`config.mk`:
```
export PLATFORM = sky130hd
export DESIGN_NAME = div_controller
export DESIGN_NICKNAME = d
export VERILOG_FILES = /design/src/rtl/div_pkg.sv /design/src/rtl/div_step.sv /design/src/rtl/div_controller.sv
export SDC_FILE = /design/constraint.sdc
export NUM_CORES = 1
export LEC_CHECK = 0
export BUFFER_PORTS_ARGS = -buffer_cell sky130_fd_sc_hd__buf_2
export CAP_MARGIN = 0
export CORE_MARGIN = 2
export CORE_UTILIZATION = 60
export CTS_CLUSTER_DIAMETER = 100
export DETAILED_ROUTE_END_ITERATION = 12
export PLACE_DENSITY = 0.81
export SYNTH_ARGS = -nofsm -noshare
export SYNTH_HDL_FRONTEND = slang
export SYNTH_SLANG_ARGS = --single-unit
```
`constraint.sdc`:
```
create_clock -name clock -period 5.12 [get_ports clock]
set_input_delay 1.024 -clock clock [delete_from_list [all_inputs] [get_ports clock]]
set_output_delay 1.024 -clock clock [all_outputs]
set_load 0.01 [all_outputs]
```
`src/rtl/div_pkg.sv`:
```
// Shared types and constants for the non-restoring divider.
package div_pkg;

  // Controller sequence: IDLE -> LOAD -> ITER x WIDTH -> FIXUP -> DONE
  typedef enum logic [2:0] {
    StIdle,
    StLoad,
    StIter,
    StFixup,
    StDone
  } div_state_e;

  localparam int unsigned DefWidth = 32;

  // Quotient reported for a zero divisor; sliced to WIDTH by the user (WIDTH <= 64)
  localparam logic [63:0] DivZeroQ = '1;

endpackage

```
`src/rtl/div_step.sv`:
```
// One combinational non-restoring division step on the {A,Q} pair.
module div_step #(
  parameter int unsigned WIDTH = 32
) (
  input  logic [WIDTH:0]   a_cur,
  input  logic [WIDTH-1:0] q_cur,
  input  logic [WIDTH-1:0] m,
  output logic [WIDTH:0]   a_nxt,
  output logic [WIDTH-1:0] q_nxt
);

  logic [WIDTH:0] a_sh;

  // Shift {A,Q} left by one; A's old MSB drops out, arithmetic stays modulo 2^(WIDTH+1)
  assign a_sh = {a_cur[WIDTH-1:0], q_cur[WIDTH-1]};

  // Subtract the divisor when A was non-negative, otherwise add it back in
  always_comb begin
    a_nxt = a_sh;
    if (!a_cur[WIDTH]) begin
      a_nxt = a_sh - {1'b0, m};
    end else begin
      a_nxt = a_sh + {1'b0, m};
    end
  end

  // New quotient bit is set when the updated A is non-negative
  assign q_nxt = {q_cur[WIDTH-2:0], ~a_nxt[WIDTH]};

endmodule

```
`src/rtl/div_controller.sv`:
```
// Sequential non-restoring divider controller: one quotient bit per clock.
// Optional macro DIV_CONTROLLER_SIGNED_EN adds two's-complement support via signed_op;
// without it signed_op is ignored and only unsigned division is built.
module div_controller
  import div_pkg::*;
#(
  parameter int unsigned WIDTH = DefWidth
) (
  input  logic             clock,
  input  logic             clear_n,
  input  logic             start,
  input  logic [WIDTH-1:0] dividend,
  input  logic [WIDTH-1:0] divisor,
  input  logic             signed_op,
  output logic             busy,
  output logic             done,
  output logic [WIDTH-1:0] quotient,
  output logic [WIDTH-1:0] remainder,
  output logic             div_by_zero
);

  localparam int unsigned CntW = (WIDTH > 1) ? $clog2(WIDTH) : 1;
  localparam logic [CntW-1:0] LastStep = CntW'(WIDTH - 1);

  div_state_e state_q, state_d;

  logic [WIDTH-1:0] dvd_q, dvs_q;  // raw operands captured on an accepted start
  logic [WIDTH:0]   a_q;           // partial remainder, one extra sign bit
  logic [WIDTH-1:0] q_q, m_q;
  logic [CntW-1:0]  cnt_q;
  logic [WIDTH-1:0] quo_q, rem_q;
  logic             dz_q;

  logic [WIDTH:0]   a_nxt;
  logic [WIDTH-1:0] q_nxt;
  logic [WIDTH-1:0] dvd_mag, dvs_mag, quo_res, rem_res, rem_fix;
  logic             accept, dvs_zero;

  assign accept   = start && ((state_q == StIdle) || (state_q == StDone));
  assign dvs_zero = (dvs_q == '0);

  // Restore a negative final remainder by adding the divisor back
  assign rem_fix = a_q[WIDTH] ? (a_q[WIDTH-1:0] + m_q) : a_q[WIDTH-1:0];

`ifdef DIV_CONTROLLER_SIGNED_EN
  logic sgn_q, qneg_q, rneg_q;
  logic dvd_neg, dvs_neg;

  assign dvd_neg = sgn_q & dvd_q[WIDTH-1];
  assign dvs_neg = sgn_q & dvs_q[WIDTH-1];
  assign dvd_mag = dvd_neg ? (~dvd_q + 1'b1) : dvd_q;
  assign dvs_mag = dvs_neg ? (~dvs_q + 1'b1) : dvs_q;
  // Quotient sign follows the operand signs, remainder sign follows the dividend
  assign quo_res = qneg_q ? (~q_q + 1'b1) : q_q;
  assign rem_res = rneg_q ? (~rem_fix + 1'b1) : rem_fix;
`else
  logic unused_signed_op;

  assign unused_signed_op = signed_op;
  assign dvd_mag = dvd_q;
  assign dvs_mag = dvs_q;
  assign quo_res = q_q;
  assign rem_res = rem_fix;
`endif

  div_step #(
    .WIDTH (WIDTH)
  ) u_div_step (
    .a_cur (a_q),
    .q_cur (q_q),
    .m     (m_q),
    .a_nxt (a_nxt),
    .q_nxt (q_nxt)
  );

  // State register
  always_ff @(posedge clock or negedge clear_n) begin
    if (!clear_n) begin
      state_q <= StIdle;
    end else begin
      state_q <= state_d;
    end
  end

  // Next-state logic
  always_comb begin
    state_d = state_q;
    unique case (state_q)
      StIdle:  if (start) state_d = StLoad;
      StLoad:  state_d = dvs_zero ? StDone : StIter;
      StIter:  if (cnt_q == LastStep) state_d = StFixup;
      StFixup: state_d = StDone;
      StDone:  state_d = start ? StLoad : StIdle;
      default: state_d = StIdle;
    endcase
  end

  // Operand capture, magnitude load and per-cycle iteration
  always_ff @(posedge clock or negedge clear_n) begin
    if (!clear_n) begin
      dvd_q  <= '0;
      dvs_q  <= '0;
      a_q    <= '0;
      q_q    <= '0;
      m_q    <= '0;
      cnt_q  <= '0;
`ifdef DIV_CONTROLLER_SIGNED_EN
      sgn_q  <= 1'b0;
      qneg_q <= 1'b0;
      rneg_q <= 1'b0;
`endif
    end else begin
      if (accept) begin
        dvd_q <= dividend;
        dvs_q <= divisor;
`ifdef DIV_CONTROLLER_SIGNED_EN
        sgn_q <= signed_op;
`endif
      end
      case (state_q)
        StLoad: begin
          a_q    <= '0;
          q_q    <= dvd_mag;
          m_q    <= dvs_mag;
          cnt_q  <= '0;
`ifdef DIV_CONTROLLER_SIGNED_EN
          qneg_q <= dvd_neg ^ dvs_neg;
          rneg_q <= dvd_neg;
`endif
        end
        StIter: begin
          a_q <= a_nxt;
          q_q <= q_nxt;
          if (cnt_q != LastStep) cnt_q <= cnt_q + 1'b1;
        end
        default: ;
      endcase
    end
  end

  // Result registers change only on entry to DONE
  always_ff @(posedge clock or negedge clear_n) begin
    if (!clear_n) begin
      quo_q <= '0;
      rem_q <= '0;
      dz_q  <= 1'b0;
    end else if ((state_q == StLoad) && dvs_zero) begin
      quo_q <= DivZeroQ[WIDTH-1:0];
      rem_q <= dvd_q;
      dz_q  <= 1'b1;
    end else if (state_q == StFixup) begin
      quo_q <= quo_res;
      rem_q <= rem_res;
      dz_q  <= 1'b0;
    end
  end

  assign busy        = (state_q == StLoad) || (state_q == StIter) || (state_q == StFixup);
  assign done        = (state_q == StDone);
  assign quotient    = quo_q;
  assign remainder   = rem_q;
  assign div_by_zero = dz_q;

endmodule

```
Word-level counts from Yosys, hierarchy flattened
Cells that the tools add are included.
{"block": "totals", "regBits": 234, "inputBits": 68, "out_inout_bits": 67, "wordCells": 52}
{"block": "classes", "addsub": 4, "eq_ne": 9, "mux": 17, "bitwise_logic": 1, "reduce_logical": 11}
{"cell": "32-bit two-way mux", "n": 5}
{"cell": "33-bit case mux with 2 select lines", "n": 1}
{"cell": "32-bit case mux with 2 select lines", "n": 1}
{"cell": "33-bit by 32-bit adder with 33-bit output", "n": 1}
{"cell": "33-bit two-way mux", "n": 1}
{"cell": "33-bit by 32-bit subtractor with 33-bit output", "n": 1}
{"cell": "32-bit adder", "n": 1}
{"cell": "32-bit logical NOT", "n": 1}
{"cell": "3-bit case mux with 5 select lines", "n": 1}
{"cell": "5-bit case mux with 2 select lines", "n": 1}
{"cell": "3-bit two-way mux", "n": 3}
{"cell": "3-bit by 2-bit == test with 1-bit output, second input constant", "n": 2}
{"cell": "2-bit != test, second input constant", "n": 3}
{"cell": "5-bit by 1-bit adder with 5-bit output, second input constant", "n": 1}
{"cell": "5-bit == test, second input constant", "n": 1}
{"cell": "5-bit two-way mux", "n": 1}
{"cell": "5-bit != test, second input constant", "n": 1}
{"cell": "2-bit AND reduction", "n": 2}
{"cell": "2-bit nonzero test", "n": 2}
{"cell": "3-bit by 1-bit == test with 1-bit output, second input constant", "n": 1}
{"cell": "3-bit == test, second input constant", "n": 1}
{"cell": "3-bit logical NOT", "n": 1}
{"cell": "1-bit logical OR", "n": 3}
{"cell": "1-bit two-way mux", "n": 3}
{"cell": "other kinds (2)", "n": 3}

Depth between registers and ports, before layout
Gate-level depths: netlist of the first run.
{"block": "logic_depth", "ltp_word": 4, "mapped_depth": 17, "depth_no_buf": 17}

Hierarchy
Synthesis of the first run repeated with hierarchy kept, for this count alone.
{"block": "hier_totals", "hier_cells": 1423, "area_unflattened_um2": 13626.8}
{"mod": "div_controller", "instances": 1, "cells_per_inst": 1055, "area_each_um2": 11048.1, "seq_area_each_um2": 5855.6}
{"mod": "div_step", "instances": 1, "cells_per_inst": 368, "area_each_um2": 2578.7, "seq_area_each_um2": 0.0}

Worst setup path before layout of the first run
OpenSTA, ideal clock, no wires.
{"block": "synth_path", "kind": "flip-flop to flip-flop", "startpoint": "register m_q[9]", "endpoint": "register a_q[31]", "setup_time_ns": 0.133, "arrival_time_ns": 4.064, "t_required_ns": 4.987, "slack_ns": 0.923, "stages_incl_launch_ff": 15, "path_buffers": 0, "synth_period_minus_slack_ns": 4.197, "cell_sequence": "dfrtp_1 -> or4_4 -> or4_4 -> nor3b_4 -> nor2_1 -> xnor2_1 -> ha_1 -> a21o_1 -> a2111oi_0 -> a211o_1 -> a311oi_1 -> a221o_1 -> a221oi_1 -> xor2_1 -> o21ai_0"}
{"block": "synth_between", "elab_chain_cells": 3, "elab_cells_between_ends": 4, "classes_between": "2 x add/sub; 2 x mux"}
{"element": "start, declared", "line": "div_controller.sv:29", "source": "logic [WIDTH-1:0] q_q, m_q;"}
{"element": "start signal, assigned", "line": "div_controller.sv:124", "source": "m_q <= dvs_mag;"}
{"element": "33-bit by 32-bit subtractor with 33-bit output / 33-bit by 32-bit adder with 33-bit output (equally long branches)", "line": "div_step.sv:21, div_step.sv:23"}
{"element": "33-bit two-way mux (*)", "line": "div_step.sv:20", "source": "if (!a_cur[WIDTH]) begin"}
{"element": "33-bit case mux with 2 select lines (*)", "line": "div_controller.sv:120", "source": "case (state_q)"}
{"element": "end signal, assigned", "line": "div_controller.sv:132", "source": "a_q <= a_nxt;"}
{"element": "end, declared", "line": "div_controller.sv:28", "source": "logic [WIDTH:0] a_q;"}
Every way passes the cells marked *; elsewhere a longest branch is shown, timed or not.
A chain may end at the register's enable or synchronous reset.

Final worst setup path of the first run
{"block": "layout_path", "startpoint": "register m_q[9]", "endpoint": "register a_q[30]"}
Same word-level chain as after synthesis.

==> flow_summary_export.csv, run 1 <==
group,metric,value,unit
outcome,status,"complete, no violations",
clocking,ctsHoldBuffers,0,
clocking,clkLatencyLatePin,0.53,ns
critical_path,required,5.53,ns
cells_and_area,diodes,0,
floorplanning,dieHeight,151,µm
drt,ant_nets,0,
critical_path,r2r_slack,0.35,ns
drt,dr.pass1.iters,6,
global_route,overflow,0,
floorplanning,core-area,0.0211,mm²
synth,syn_area,0.0130,mm²
cells_and_area,drive_above_1_share,0.186,
sta,tns,0,ns
clocking,cts_buffers,26,
sta,worst_pin_slew,1.20,ns
clocking,cts_tree,"yes",
critical_path,crit_fanout,5,
synth,ys_types,64,
global_route,grt_max_degree,119,
clocking,cts_setup_buffers,0,
cells_and_area,fin_nets,1608,
global_route,grt_pass1_vias,10051,
synth,synth_cells,1359,
global_route,gr-usage-all-layers,0.281,
floorplanning,rows,53,
clocking,h-tree-depth,1,
sta,layout_setup_ws,0.347,ns
floorplanning,dieArea,0.0228,mm²
drt,wl_per_cell,17.9,µm
floorplanning,floorplan.initialDensity,0.615,
synth,ys_ff_latch,234,
drt,post_drt_via_cell_ratio,5.99,
critical_path,start_kind,"flip-flop",
sta,final.setup_skew,0.0116,ns
sta,fmax,0.210,GHz
critical_path,rr_worst_depth,16,
power,p_leak,7.18,nW
power,irDropWorstVdd,0.000373,V
synth,yosysSeqAreaShare,0.452,
synth,synth_edf_count,0,
clocking,clkTransAtPathRegs,0.06,ns
drt,drc_errors,0,
worst_hold_path,holdCritStartpoint,"dvs_mag[30]",
place,gp_congestion,0.884,
cells_and_area,area_growth,14.2,%
worst_hold_path,worstHoldPathType,"flip-flop to flip-flop",
floorplanning,die_w,151,µm
synth,ys_warn_count,0,
synth,synthArstFlopShare,1.00,
critical_path,r2r_start,"m_q[9]",
sta,slew_viol_final,0,
place,io_buffers,133,
drt,drt-initial-drc-count,851,
sta,period_share,0.932,
critical_path,crit_arrival,5.19,ns
global_route,antenna_found_initial,0,
sta,fin_crit,4.77,ns
critical_path,cpLargestDelayFamily,"simple AND/OR/NAND/NOR gates",
critical_path,cp_common_cell,"nor2_1",
synth,synth_fp_nets,1495,
place,preCtsSetupSlack,0.406,ns
sta,hold_violations,0,
critical_path,critPathKind,"flip-flop to flip-flop",
critical_path,critPathMaxStageDelay,0.57,ns
cells_and_area,fin_area,0.0148,mm²
critical_path,endpoint_kind,"flip-flop",
critical_path,crit_slowest_cell,"or4_4",
job,drv_cap,0,
worst_hold_path,holdPathEnd,"m_q[30]",
sta,slew-limit-headroom,0.198,
power,powerDensity,814,mW/mm²
worst_hold_path,min_path_cells,2,
clocking,cts.sinks,234,
place,dpl_cell_area,0.0139,mm²
floorplanning,ios,135,
sta,setup_viol,0,
synth,syn_area_per_cell,9.54,µm²
drt,wirelength,31500,µm
clocking,cts_max_path_buffers,3,
synth,synthFlopType,"dfrtp_1",
critical_path,crit_path_cell_trace,"or4_4 -> or4_4 -> nor3_1 -> and2_1 -> nor2_1 -> xnor2_1 -> ha_1 -> nand2_1 -> nor2_1 -> nand3_1 -> nor4_1 -> nor2_1 -> o31ai_1 -> o31ai_1 -> xnor2_1 -> a22o_1",
clocking,cts_resized,0,
critical_path,crit_buf_inv,0,
clocking,cts_root_buffer,"clkbuf_16",
critical_path,r2r-end,"a_q[30]",
global_route,grt_pass1_wl,51100,µm
drt,vias,10582,
place,dpl.hpwl,22500,µm
sta,rsz0062_at_grt,"no",
place,place_inst,1719,
cells_and_area,final_cells,1766,
## worst max-delay path by stage
stage	end	slack, ns	cells past startpoint	start
CTS	a_q[30]	0.39	16	m_q[9]
floorplan	a_q[31]	0.92	14	m_q[9]
global route	a_q[30]	0.15	16	m_q[9]
detailed placement	a_q[30]	0.41	16	m_q[9]
global placement	a_q[30]	0.44	16	m_q[9]
finish	a_q[30]	0.35	16	m_q[9]
## area by class of cell
| type | count | area, µm² |
|---|---|---|
| fillers | 1636 | 6280 |
| flip-flops and latches | 234 | 5860 |
| clock buffers | 39 | 801 |
| well taps | 275 | 344 |
| clock inverters | 8 | 146 |
| inverters | 19 | 71.3 |
| repair buffers | 147 | 781 |
| multi-input cells | 1044 | 6810 |
## power breakdown
part	internal (mW)	switching, mW	leakage [nW]
clock	1.28	0.732	0.469
combinational	2.82	3.55	3.79
sequential	2.73	0.937	2.91
total	6.84	5.22	7.18
## cells by family (layout without fill, tap and decap cells)
| kind of cell | Yosys count | count (layout) | share of synthesized area |
|---|---|---|---|
| simple gates | 443 | 443 | 0.148 |
| compound gates | 365 | 365 | 0.181 |
| flops | 234 | 234 | 0.452 |
| xor+xnor | 89 | 89 | 0.0601 |
| buf+inv | 81 | 213 | 0.0252 |
| mux | 79 | 79 | 0.0674 |
| fa+ha+maj | 68 | 68 | 0.0668 |
## flip-flops by register name, indices dropped and copies added (netlist names)
| register | flops |
|---|---|
| a_q | 33 |
| cnt_q | 5 |
| div_by_zero | 1 |
| dvd_mag | 32 |
| dvs_mag | 32 |
| m_q | 32 |
| q_q | 32 |
| quotient | 32 |
| remainder | 32 |
| state_q | 3 |
## placed cells by master, fill, tap and decap left out, types with 8 or more instances in the layout
master / instances
a21o_1: 31
a21oi_1: 70
a222oi_1: 17
a22oi_1: 40
a31oi_1: 10
buf_2: 132
buf_4: 14
clkbuf_16: 27
clkbuf_8: 8
dfrtp_1: 233
ha_1: 66
inv_1: 19
mux2_2: 67
mux2i_1: 12
nand2_1: 280
nand3_1: 18
nor2_1: 62
nor2b_1: 10
nor3_1: 12
nor4_1: 13
o21a_1: 11
o21ai_0: 124
xnor2_1: 37
xor2_1: 52
## per-stage QoR
step	power (mW)	hold slack [ns]	utilization
floorplan	8.33	0.457	-
global placement	9.74	0.471	0.657
detailed placement	9.94	0.480	0.657
CTS	12.0	0.495	0.702
global route	13.0	0.526	0.702
finish	12.1	0.492	0.702
## cell usage after synthesis (all sizes together), types with 4 or more instances
cell type  number  share of area
a211o           5         0.0034
a211oi          7         0.0041
a21o           31          0.018
a21oi          70          0.027
a221o           6         0.0046
a222oi         17          0.013
a22o            5         0.0034
a22oi          40          0.023
a31oi          10         0.0048
and2            5         0.0025
and3            7         0.0038
buf             4         0.0029
clkbuf         58          0.017
dfrtp         234           0.45
ha             66          0.064
inv            19         0.0055
mux2           67          0.058
mux2i          12         0.0093
nand2         280          0.081
nand2b          6         0.0029
nand3          18         0.0069
nand4           6         0.0029
nor2           64          0.019
nor2b          11         0.0053
nor3           13         0.0050
nor3b           5         0.0038
nor4           13         0.0063
o21a           11         0.0064
o21ai         124          0.048
o21bai          5         0.0029
o221ai          4         0.0027
o22ai           4         0.0019
o31ai           5         0.0029
or3             5         0.0024
xnor2          37          0.025
xor2           52          0.035
## per-layer routing
| metal | part of all wire | vias to the layer above | global-route usage | wire [µm] |
|---|---|---|---|---|
| li1 | - | 5098 | - | - |
| met1 | 0.46 | 5069 | 0.411 | 14400 |
| met2 | 0.46 | 364 | 0.455 | 14500 |
| met3 | 0.063 | 51 | 0.0301 | 1990 |
| met4 | 0.020 | 0 | 0.0673 | 626 |
| met5 | 0 | - | 0 | 0 |
## worst register-to-register path, stage by stage (launching register included)
cell,delay [ns]
dfrtp_1,0.45
or4_4,0.58
or4_4,0.46
nor3_1,0.40
and2_1,0.24
nor2_1,0.06
xnor2_1,0.14
ha_1,0.37
nand2_1,0.09
nor2_1,0.16
nand3_1,0.13
nor4_1,0.52
nor2_1,0.14
o31ai_1,0.47
o31ai_1,0.14
xnor2_1,0.14
a22o_1,0.18
Power figures use the tool's default switching activity.
==> run 2: changes to the inputs <==
--- a/config.mk
+++ b/config.mk
@@ -11,6 +11,7 @@
 export CORE_UTILIZATION = 60
 export CTS_CLUSTER_DIAMETER = 100
 export DETAILED_ROUTE_END_ITERATION = 12
+export MAX_ROUTING_LAYER = met4
 export PLACE_DENSITY = 0.81
 export SYNTH_ARGS = -nofsm -noshare
 export SYNTH_HDL_FRONTEND = slang
==> run 2 against run 1 <==
Effect of this change: count of clock-buffer cells in the layout down 6; flip-flop and latch count unchanged; critical endpoint unchanged; power down 2.9%; via count down 0.30%; design area down 1.3%; first-iteration DRC count up 1.9%; critical path type unchanged; sequential power about the same; die area unchanged.
==> flow_summary_export.csv, run 2 (synthesis results as in run 1) <==
group,metric,value,unit
floorplanning,rows,53,
cells_and_area,final_cell_mix,"nand2_1, dfrtp_1, buf_2, o21ai_0, a21oi_1",
drt,vias,10550,
global_route,grt_pass1_wl,51200,µm
floorplanning,core-area,0.0211,mm²
place,io_buffers,133,
sta,hold_violations,0,
cells_and_area,diodes,0,
clocking,clkTransAtPathRegs,0.06,ns
sta,setup_viol,0,
clocking,ctsHoldBuffers,0,
clocking,cts_root_buffer,"clkbuf_16",
floorplanning,dieHeight,151,µm
sta,tns,0,ns
sta,worst_pin_slew,1.19,ns
critical_path,crit_arrival,5.19,ns
clocking,cts_setup_buffers,0,
global_route,grt_pass1_vias,10078,
global_route,antenna_found_initial,0,
clocking,cts_resized,0,
global_route,overflow,0,
power,p_leak,7.08,nW
cells_and_area,drive_above_1_share,0.184,
critical_path,endpoint_kind,"flip-flop",
floorplanning,floorplan.initialDensity,0.615,
sta,period_share,0.934,
critical_path,critPathKind,"flip-flop to flip-flop",
place,dpl.hpwl,22500,µm
floorplanning,die_w,151,µm
clocking,cts_max_path_buffers,3,
cells_and_area,largest_reg_flops,33,
power,irDropWorstVdd,0.000388,V
clocking,cts.sinks,234,
drt,ant_nets,0,
drt,drc_errors,0,
cells_and_area,fin_area,0.0146,mm²
drt,drt-initial-drc-count,867,
sta,fin_crit,4.78,ns
critical_path,crit_fanout,5,
global_route,gr-usage-all-layers,0.290,
drt,post_drt_via_cell_ratio,5.99,
sta,slew_viol_final,0,
drt,wirelength,31500,µm
drt,dr.pass1.iters,5,
clocking,cts_buffers,25,
critical_path,required,5.53,ns
global_route,grt_max_degree,130,
critical_path,rr_worst_depth,16,
cells_and_area,layout_commonest_cell,"nand2_1",
cells_and_area,largest_register,"a_q",
sta,rsz0062_at_grt,"no",
power,powerDensity,801,mW/mm²
clocking,cts_tree,"yes",
drt,wl_per_cell,17.9,µm
clocking,clkLatencyLatePin,0.53,ns
floorplanning,dieArea,0.0228,mm²
critical_path,start_kind,"flip-flop",
job,drv_cap,0,
sta,slew-limit-headroom,0.202,
sta,fmax,0.209,GHz
place,dpl_cell_area,0.0139,mm²
cells_and_area,fill_cells,1673,
outcome,status,"complete, no violations",
floorplanning,ios,135,
worst_hold_path,min_path_cells,2,
worst_hold_path,worstHoldPathType,"flip-flop to flip-flop",
cells_and_area,fin_nets,1607,
cells_and_area,area_growth,12.7,%
place,gp_congestion,0.905,
sta,final.setup_skew,0.0123,ns
clocking,h-tree-depth,1,
==> run 2: changes by cell type in the layout (fill, tap and decap cells not counted) <==
cell / delta
clkinv_2: +2
inv_8: -1
clkinvlp_4: +2
clkbuf_16: -2
clkbuf_8: -4
bufinv_16: -4
inv_6: +2
==> run 2: path summary, 6_finish.rpt <==
check	start	end	slack [ns]
max	m_q[9]	a_q[30]	0.34
min	dvs_mag[15]	m_q[15]	0.49
max reg2reg	m_q[9]	a_q[30]	0.34
min reg2reg	dvs_mag[15]	m_q[15]	0.49
max in group asynchronous	clear_n	dvd_mag[8]	3.43
min in group asynchronous	clear_n	dvs_mag[5]	0.56
==> run 2: final cells by class <==
cell class / instances / area (µm²) / area share
inverter: 19 / 71.3 / 0.00488
sequential: 234 / 5860 / 0.401
clock buffer: 33 / 696 / 0.0476
timing repair buffer: 147 / 781 / 0.0534
clock inverter: 9 / 57.6 / 0.00394
tap: 275 / 344 / 0.0235
multi-input combinational: 1044 / 6810 / 0.466
==> run 2: stage by stage <==
stage          hold slack (ns)  instances  worst slack [ns]  utilization  total power, mW
2_1_floorplan            0.457       1359             0.923            -             8.33
5_1_grt                  0.513       1761            0.0741        0.693             12.7
4_1_cts                  0.495       1761             0.343        0.693             11.7
6_report                 0.491       1761             0.336        0.693             11.7
3_3_place_gp             0.470       1719             0.434        0.657             9.74
3_5_place_dp             0.480       1719             0.388        0.657             9.94
==> run 2: power by group <==
part           switching [mW]  leakage, nW  total, mW  internal [mW]
sequential              0.944         2.91       3.68           2.73
combinational            3.53         3.79       6.35           2.82
clock                   0.731        0.370       1.68          0.952
total                    5.20         7.08       11.7           6.51
==> run 2: per-layer routing <==
layer | vias up | global-route usage | routed length (µm)
met2 | 340 | 0.450 | 14200
li1 | 5107 | - | -
met1 | 5064 | 0.412 | 14900
met5 | - | - | 0
met4 | 0 | 0.0654 | 605
met3 | 39 | 0.0370 | 1820
==> run 2: critical path, cell delays in order (launching register included) <==
cell and delay, ns:
dfrtp_1 0.45, or4_4 0.58, or4_4 0.46, nor3_1 0.42
and2_1 0.25, nor2_1 0.06, xnor2_1 0.17, ha_1 0.36
nand2_1 0.09, nor2_1 0.17, nand3_1 0.16, nor4_1 0.45
nor2_1 0.13, o31ai_1 0.45, o31ai_1 0.14, xnor2_1 0.14
a22o_1 0.18
